File: config.mk
export PLATFORM = sky130hd
export DESIGN_NAME = mul_div_unit
export DESIGN_NICKNAME = d
export VERILOG_FILES = /design/src/rtl/mul_div_unit.sv
export SDC_FILE = /design/constraint.sdc
export NUM_CORES = 1
export LEC_CHECK = 0
export CAP_MARGIN = 25
export CORE_AREA = 2 2 217 134
export DETAILED_ROUTE_END_ITERATION = 12
export DIE_AREA = 0 0 219 136
export DONT_BUFFER_PORTS = 1
export PLACE_DENSITY = 0.66
export SLEW_MARGIN = 30
export SYNTH_ARGS = -nofsm -noshare
export SYNTH_HDL_FRONTEND = slang
export SYNTH_SLANG_ARGS = --single-unit
export TNS_END_PERCENT = 5
File: constraint.sdc
create_clock -name CLK -period 3.45 [get_ports CLK]
set_input_delay 0.69 -clock CLK [delete_from_list [all_inputs] [get_ports CLK]]
set_output_delay 0.69 -clock CLK [all_outputs]
set_load 0.02 [all_outputs]
File: src/rtl/mul_div_unit.sv
// Iterative radix-2 multiply/divide unit with HI/LO result registers.
// Define MD_SIGNED_EN to add signed MULT/DIV (OP[1]=1); default build is unsigned only.
module mul_div_unit #(
  parameter int WIDTH = 32
) (
  input  logic             CLK,
  input  logic             RST,
  input  logic [WIDTH-1:0] A,
  input  logic [WIDTH-1:0] B,
  input  logic             START,
  input  logic [1:0]       OP,
  input  logic             HI_WE,
  input  logic             LO_WE,
  input  logic [WIDTH-1:0] WDATA,
  output logic             BUSY,
  output logic             DONE,
  output logic             DIV_ZERO,
  output logic [WIDTH-1:0] HI,
  output logic [WIDTH-1:0] LO
);
  localparam int CW = (WIDTH > 1) ? $clog2(WIDTH) : 1;
  localparam logic [CW-1:0] LAST = CW'(WIDTH - 1);

  typedef enum logic [1:0] {S_IDLE, S_CALC, S_FIN} state_t;

  state_t           state_q, state_d;
  logic [CW-1:0]    cnt_q, cnt_d;
  logic [WIDTH-1:0] a_q, a_d, b_q, b_d;
  logic [WIDTH-1:0] p_q, p_d, q_q, q_d;
  logic [WIDTH-1:0] hi_q, hi_d, lo_q, lo_d;
  logic             is_div_q, is_div_d;
  logic             neg_res_q, neg_res_d, neg_rem_q, neg_rem_d;
  logic             done_q, done_d, dz_q, dz_d;

  logic             sgn_a, sgn_b;
  logic [WIDTH-1:0] a_mag, b_mag;

`ifdef MD_SIGNED_EN
  assign sgn_a = OP[1] & A[WIDTH-1];
  assign sgn_b = OP[1] & B[WIDTH-1];
`else
  logic unused_op;
  assign unused_op = OP[1];
  assign sgn_a     = 1'b0;
  assign sgn_b     = 1'b0;
`endif

  // Iterations always run on magnitudes; signs are reapplied at FIN.
  assign a_mag = sgn_a ? (~A + 1'b1) : A;
  assign b_mag = sgn_b ? (~B + 1'b1) : B;

  logic [WIDTH-1:0]   b_sel, rem_sub, quo_res, rem_res;
  logic [WIDTH:0]     add_sum, rem_sh;
  logic               rem_ge, b_zero;
  logic [2*WIDTH-1:0] prod, mul_res;

  assign b_sel   = q_q[0] ? b_q : {WIDTH{1'b0}};
  assign add_sum = {1'b0, p_q} + {1'b0, b_sel};
  assign rem_sh  = {p_q, q_q[WIDTH-1]};
  assign rem_ge  = rem_sh >= {1'b0, b_q};
  assign rem_sub = rem_sh[WIDTH-1:0] - b_q;
  assign b_zero  = (b_q == '0);
  assign prod    = {p_q, q_q};
  assign mul_res = neg_res_q ? (~prod + 1'b1) : prod;
  assign quo_res = neg_res_q ? (~q_q + 1'b1) : q_q;
  assign rem_res = neg_rem_q ? (~p_q + 1'b1) : p_q;

  always_comb begin
    state_d   = state_q;
    cnt_d     = cnt_q;
    a_d       = a_q;
    b_d       = b_q;
    p_d       = p_q;
    q_d       = q_q;
    hi_d      = hi_q;
    lo_d      = lo_q;
    is_div_d  = is_div_q;
    neg_res_d = neg_res_q;
    neg_rem_d = neg_rem_q;
    done_d    = 1'b0;
    dz_d      = 1'b0;
    case (state_q)
      S_IDLE: begin
        if (HI_WE) hi_d = WDATA;
        if (LO_WE) lo_d = WDATA;
        if (START) begin
          state_d   = S_CALC;
          cnt_d     = '0;
          a_d       = A;
          b_d       = b_mag;
          is_div_d  = OP[0];
          neg_res_d = sgn_a ^ sgn_b;
          neg_rem_d = sgn_a;
          p_d       = '0;
          q_d       = a_mag;
        end
      end
      S_CALC: begin
        cnt_d = cnt_q + 1'b1;
        if (cnt_q == LAST) state_d = S_FIN;
        if (is_div_q) begin
          // Restoring step: remainder fits WIDTH bits after the conditional subtract.
          p_d = rem_ge ? rem_sub : rem_sh[WIDTH-1:0];
          q_d = {q_q[WIDTH-2:0], rem_ge};
        end else begin
          p_d = add_sum[WIDTH:1];
          q_d = {add_sum[0], q_q[WIDTH-1:1]};
        end
      end
      S_FIN: begin
        state_d = S_IDLE;
        done_d  = 1'b1;
        if (!is_div_q) begin
          {hi_d, lo_d} = mul_res;
        end else if (b_zero) begin
          hi_d = a_q;
          lo_d = '1;
          dz_d = 1'b1;
        end else begin
          hi_d = rem_res;
          lo_d = quo_res;
        end
      end
      default: state_d = S_IDLE;
    endcase
  end

  always_ff @(posedge CLK) begin
    if (RST) begin
      state_q   <= S_IDLE;
      cnt_q     <= '0;
      a_q       <= '0;
      b_q       <= '0;
      p_q       <= '0;
      q_q       <= '0;
      hi_q      <= '0;
      lo_q      <= '0;
      is_div_q  <= 1'b0;
      neg_res_q <= 1'b0;
      neg_rem_q <= 1'b0;
      done_q    <= 1'b0;
      dz_q      <= 1'b0;
    end else begin
      state_q   <= state_d;
      cnt_q     <= cnt_d;
      a_q       <= a_d;
      b_q       <= b_d;
      p_q       <= p_d;
      q_q       <= q_d;
      hi_q      <= hi_d;
      lo_q      <= lo_d;
      is_div_q  <= is_div_d;
      neg_res_q <= neg_res_d;
      neg_rem_q <= neg_rem_d;
      done_q    <= done_d;
      dz_q      <= dz_d;
    end
  end

  // BUSY covers the iteration cycles; the FIN cycle only commits the result.
  assign BUSY     = (state_q == S_CALC);
  assign DONE     = done_q;
  assign DIV_ZERO = dz_q;
  assign HI       = hi_q;
  assign LO       = lo_q;
endmodule

# == Word level (Yosys, flattened, before mapping) ==
# Cells that the tools add are included.
# word_totals
ff_bits,202
output_inout_bits,67
word_cells,57
# op_classes
add_sub_neg,3
n_lt_le_gt_ge,1
eq_ne,7
mux,23
n_bitwise,2
n_reduce_logical,10
# op_table
operator,n
two-way mux 32 bit,12
one-hot mux 32 bit (2 select lines),4
adder 32 x 32 -> 33 bit,1
greater-or-equal comparator 33 x 32 -> 1 bit,1
zero test 32 bit,1
subtractor 32 bit,1
one-hot mux 5 bit (2 select lines),1
AND reduction 2 bit,5
!= test 2 bit (second input constant),3
adder 5 x 1 -> 5 bit (second input constant),1
== test 5 bit (second input constant),1
two-way mux 5 bit,1
two-way mux 2 bit,2
one-hot mux 2 bit (2 select lines),1
nonzero test 2 bit,2
OR reduction 3 bit,1
== test 2 x 1 -> 1 bit (second input constant),1
== test 2 bit (second input constant),1
zero test 2 bit,1
two-way mux 1 bit,2
!= test 2 x 1 -> 1 bit (second input constant),1
NOT 1 bit,2

# == Longest topological paths before layout ==
# depth
word_depth,4
depth_mapped,14

# == Least setup slack after synthesis ==
# Ideal clock, no wire load.
# synth_timing
path_kind,flip-flop to flip-flop
start,register q_q[0]
end,register p_q[31]
setup_ps,79
arrival_ps,2880
required_ps,3371
setup_slack_ps,491
path_stages_with_launch,15
synth_period_minus_slack_ps,2959
cell_sequence,dfxtp_1 -> clkbuf_1 -> and2_1 -> ha_1 -> inv_1 -> fa_1 -> nor2b_1 -> o31ai_1 -> a21oi_1 -> a21oi_2 -> o31ai_4 -> a21oi_2 -> o311ai_1 -> nand3_1 -> a22oi_1
# synth_via
elab_chain_cells,4
# synth_rtl
item,line_no,source
start: declaration,29,"logic [WIDTH-1:0] p_q, p_d, q_q, q_d;"
start signal: assignment,149,q_q <= q_d;
two-way mux 32 bit,57,assign b_sel = q_q[0] ? b_q : {WIDTH{1'b0}};
adder 32 x 32 -> 33 bit,58,"assign add_sum = {1'b0, p_q} + {1'b0, b_sel};"
two-way mux 32 bit,101,if (is_div_q) begin
one-hot mux 32 bit (2 select lines),82,case (state_q)
end signal: assignment,148,p_q <= p_d;
end: declaration,29,
# Every way passes these cells.
# A chain may end at the register's enable or synchronous reset.

# == Worst setup path after layout ==
# layout_timing
start,register b_q[2]
end,register p_q[25]
# layout_via
elab_chain_cells,4
# layout_rtl
item,line_no,source
start: declaration,28,"logic [WIDTH-1:0] a_q, a_d, b_q, b_d;"
start signal: assignment,133,b_q <= '0;
start signal: assignment,147,b_q <= b_d;
two-way mux 32 bit (tied with other cells),57,
adder 32 x 32 -> 33 bit or two-way mux 32 bit (tied branches),"58, 103",
two-way mux 32 bit *,101,
one-hot mux 32 bit (2 select lines) *,82,
# Every way passes the cells marked *; elsewhere a longest branch is shown, timed or not.

==> results.json <==
{
  "run_status": "completed",
  "floorplan.io_pins": 170,
  "synth-seq-area-share_pct": 32.85,
  "core_um2": 27990,
  "post-synth-top-area-cell": "sky130_fd_sc_hd__dfxtp_1",
  "drc": 0,
  "synth_top_family_by_area": "compound AO/OA/AOI/OAI gates",
  "via_density_per_instance": 6.031,
  "min_cycle_time_layout_ps": 3335,
  "cp_most_frequent_cell": "sky130_fd_sc_hd__a21oi_2",
  "worst_pin_slew_ps": 1013,
  "floorplan.initialDensity_pct": 43.99,
  "report.final.setup_viol": 0,
  "gp_congestion": 0.9550,
  "dieHeight_um": 136,
  "die_x_um": 219,
  "first_global_vias": 11390,
  "grt_start_max_net_pins": 179,
  "post-synth-top-area-fraction_pct": 32.85,
  "synthesis.yosys.warnings": 0,
  "timing.critical_path.required_ps": 3850,
  "crit-reg2reg-launch": "b_q[2]$_SDFFE_PP0P_",
  "clk_path_buf_depth": 3,
  "count_of_unique_library_cells_instantiated_by_yosys": 74,
  "multiplexer_fraction_of_the_synthesized_cell_area_pct": 3.293,
  "h-tree-depth": 1,
  "areaGrowthSynthToFinish_pct": 13.92,
  "pwr_density_cell_nw_per_um2": 455.2,
  "synthAdderAreaFrac_pct": 7.033,
  "rsz0062_at_grt": "true",
  "post_synth_xor_area_fraction_pct": 3.486,
  "cts.sink_count": 202,
  "synth_seq_cells": 202,
  "num_vias": 12400,
  "postSynthAreaPerCell_um2": 7.502,
  "antenna_violating_nets_post_route": 0,
  "layout-drive-gt1-share_pct": 10.54,
  "min_path_type": "in -> reg",
  "worst_setup_skew_after_layout_ps": 19.56,
  "cp_max_fo": 6,
  "post_synth_instance_area_um2": 12310,
  "synth_simple_gate_area_share_pct": 21.17,
  "cts_tree": "built",
  "nets": 1835,
  "hold_path.startpoint": "RST",
  "final_cycle_share_pct": 96.66,
  "tns_ps": 0,
  "firstDrtPassIters": 8,
  "fin_util_pct": 50.11,
  "maxCapViolations": 0,
  "drv_slew": 0,
  "rows": 48,
  "synthesis.instances": 1641,
  "critPathSlowestCell": "sky130_fd_sc_hd__a21oi_2",
  "ys_async_sr_fraction_pct": 0,
  "crit_path_cell_trace": "buf_4, and2_1, ha_1, nor2b_1, o31ai_1, a21oi_2, a21oi_2, o31ai_4, a211oi_1, xnor2_1, a22oi_1, o21ai_1",
  "power.leakage_nw": 5.581,
  "synth_compound_gate_area_share_pct": 27.19,
  "worst_skew_pair.late_latency_ps": 530,
  "synth_edf_count": 0,
  "post_cts.repair.setup_buffers": 0,
  "post_synth_main_area_contributors": "sky130_fd_sc_hd__dfxtp_1 (33%), sky130_fd_sc_hd__a21oi_1 (9.8%), sky130_fd_sc_hd__nand2_1 (9.0%)",
  "portBuffers": 0,
  "grt_first_pass_wirelength_um": 65070,
  "grt_overflow_total": 0,
  "cts_buffers": 22,
  "cpPeakStageDelay_ps": 510,
  "setup.worst_path.class": "reg -> reg",
  "critPathLaunchType": "flip-flop",
  "critPathLaunch": "b_q[2]$_SDFFE_PP0P_",
  "clk_root_buffer_cell": "sky130_fd_sc_hd__clkbuf_16",
  "initialDrtViolationCount": 1252,
  "critical_path.endpoint_type": "flip-flop",
  "max_slew_margin_pct": 32.44,
  "globalRouteTotalUtil_pct": 27.75,
  "clock_transition_at_the_registers_of_the_reported_paths_ps": 70,
  "worst_ir_drop_vdd_v": 0.0003607,
  "fin_worst_hold_slack_ps": 228.0,
  "initial_antenna_violation_count": 0,
  "fp.dieArea_um2": 29780,
  "drt-wirelength-per-cell_um": 20.73,
  "synth_ff_type": "sky130_fd_sc_hd__dfxtp_1",
  "hold_violations": 0,
  "place.detailed.hpwl_um": 30500,
  "synthesis.nets": 1812,
  "fmax_ghz": 0.2999,
  "worstPathArrival_ps": 3730,
  "wl_um": 42620
}
[cells in the final DEF (no fill, tap or decap), drive strengths merged, types with 5 or more instances in the layout]
master	count
and2	41
clkinv	5
xnor2	29
nor2b	12
o21ai	88
o221ai	33
o21bai	11
mux2i	36
nand2	295
a211oi	12
nor2	149
and3	11
nand4	8
a311oi	33
dfxtp	202
a21oi	244
or3	7
a22oi	17
a211o	5
a221o	6
ha	66
o211ai	5
nand2b	7
o211a	5
nor3	14
xor2	20
nand3	22
nor4	14
o21a	9
clkbuf	31
a31oi	9
o31ai	6
inv	47
a21o	18
buf	108
[registers in the layout (all words and copies together), names as in the netlist]
signal / count
is_div_q: 1
state_q: 2
DIV_ZERO: 1
LO: 32
cnt_q: 5
DONE: 1
HI: 32
q_q: 32
p_q: 32
a_q: 32
b_q: 32
[area by class of cell]
cell class,instances,area (um^2)
clock inverters,9,88.84
repair buffers,108,848.3
diodes,1,2.502
multi-input cells,1283,7747
fillers,2808,13960
flip-flops and latches,202,4046
clock buffers,31,645.6
well taps,375,469.2
inverters,47,176.4
[per-stage QoR]
step	instance area, um^2	instances	total power, mW	setup WS, ps
final	14020	2056	6.384	115.3
after floorplan	12310	1641	3.517	490.7
after detailed placement	13240	2014	3.935	-76.01
after global routing	14020	2055	6.638	-5.104
after CTS	13990	2055	6.369	90.98
after global placement	13240	2014	3.909	-60.73
[critical path: cells and delay by family (launching register included)]
family,cells,cell delay (ps)
AOI/OAI and AO/OA,7,1940
DFF,1,340
adders and majority gates,1,320
and+or+nand+nor,2,300
buffers and inverters,1,160
xor gates and xnor gates,1,110
[cell usage after synthesis, drive strengths merged (12+ instances only)]
cell type and instances:
nand2 295, a21oi 244, dfxtp 202, nor2 149, clkbuf 93, o21ai 88, ha 66, inv 47
and2 41, mux2i 36, a311oi 33, o221ai 33, xnor2 29, nand3 22, xor2 20, a21o 18
a22oi 17, buf 17, nor3 14, nor4 14, a211oi 12, nor2b 12
[layer usage]
metal	vias up	track usage [%]	wire length (um)
li1	5903	-	-
met1	5865	40.67	19610
met2	566	40.33	17570
met3	65	6.600	4441
met4	0	7.357	996
met5	-	0	0
[report_power, final]
group	switching, mW	total (mW)	internal [mW]
Sequential	0.172	2.64	2.46
Clock	1.05	2.44	1.39
Combinational	0.797	1.31	0.513
[final timing paths]
check	to	slack [ps]	cells past startpoint
max	p_q[25]$_SDFFE_PP0P_	120	12
min	b_q[30]$_SDFFE_PP0P_	230	1
max reg2reg	p_q[25]$_SDFFE_PP0P_	120	12
min reg2reg	a_q[27]$_SDFFE_PP0P_	450	2
[repair_timing]
action / in CTS / in global routing
pin swaps: 1 / 0
endpoints found under the setup margin: 8 / 15
gates cloned: 1 / 0
hold buffers: 0 / 0
gates resized for setup: 0 / 7
[logic make-up after synthesis]
kind of cell | count (synthesis)
AND/OR/NAND/NOR | 596
AO/OA/AOI/OAI | 529
flip-flops | 202
buffers and inverters | 157
adder cells (fa/ha/maj) | 68
XOR/XNOR | 49
multiplexers | 40
Note: power is estimated with default switching activity, not from simulation.
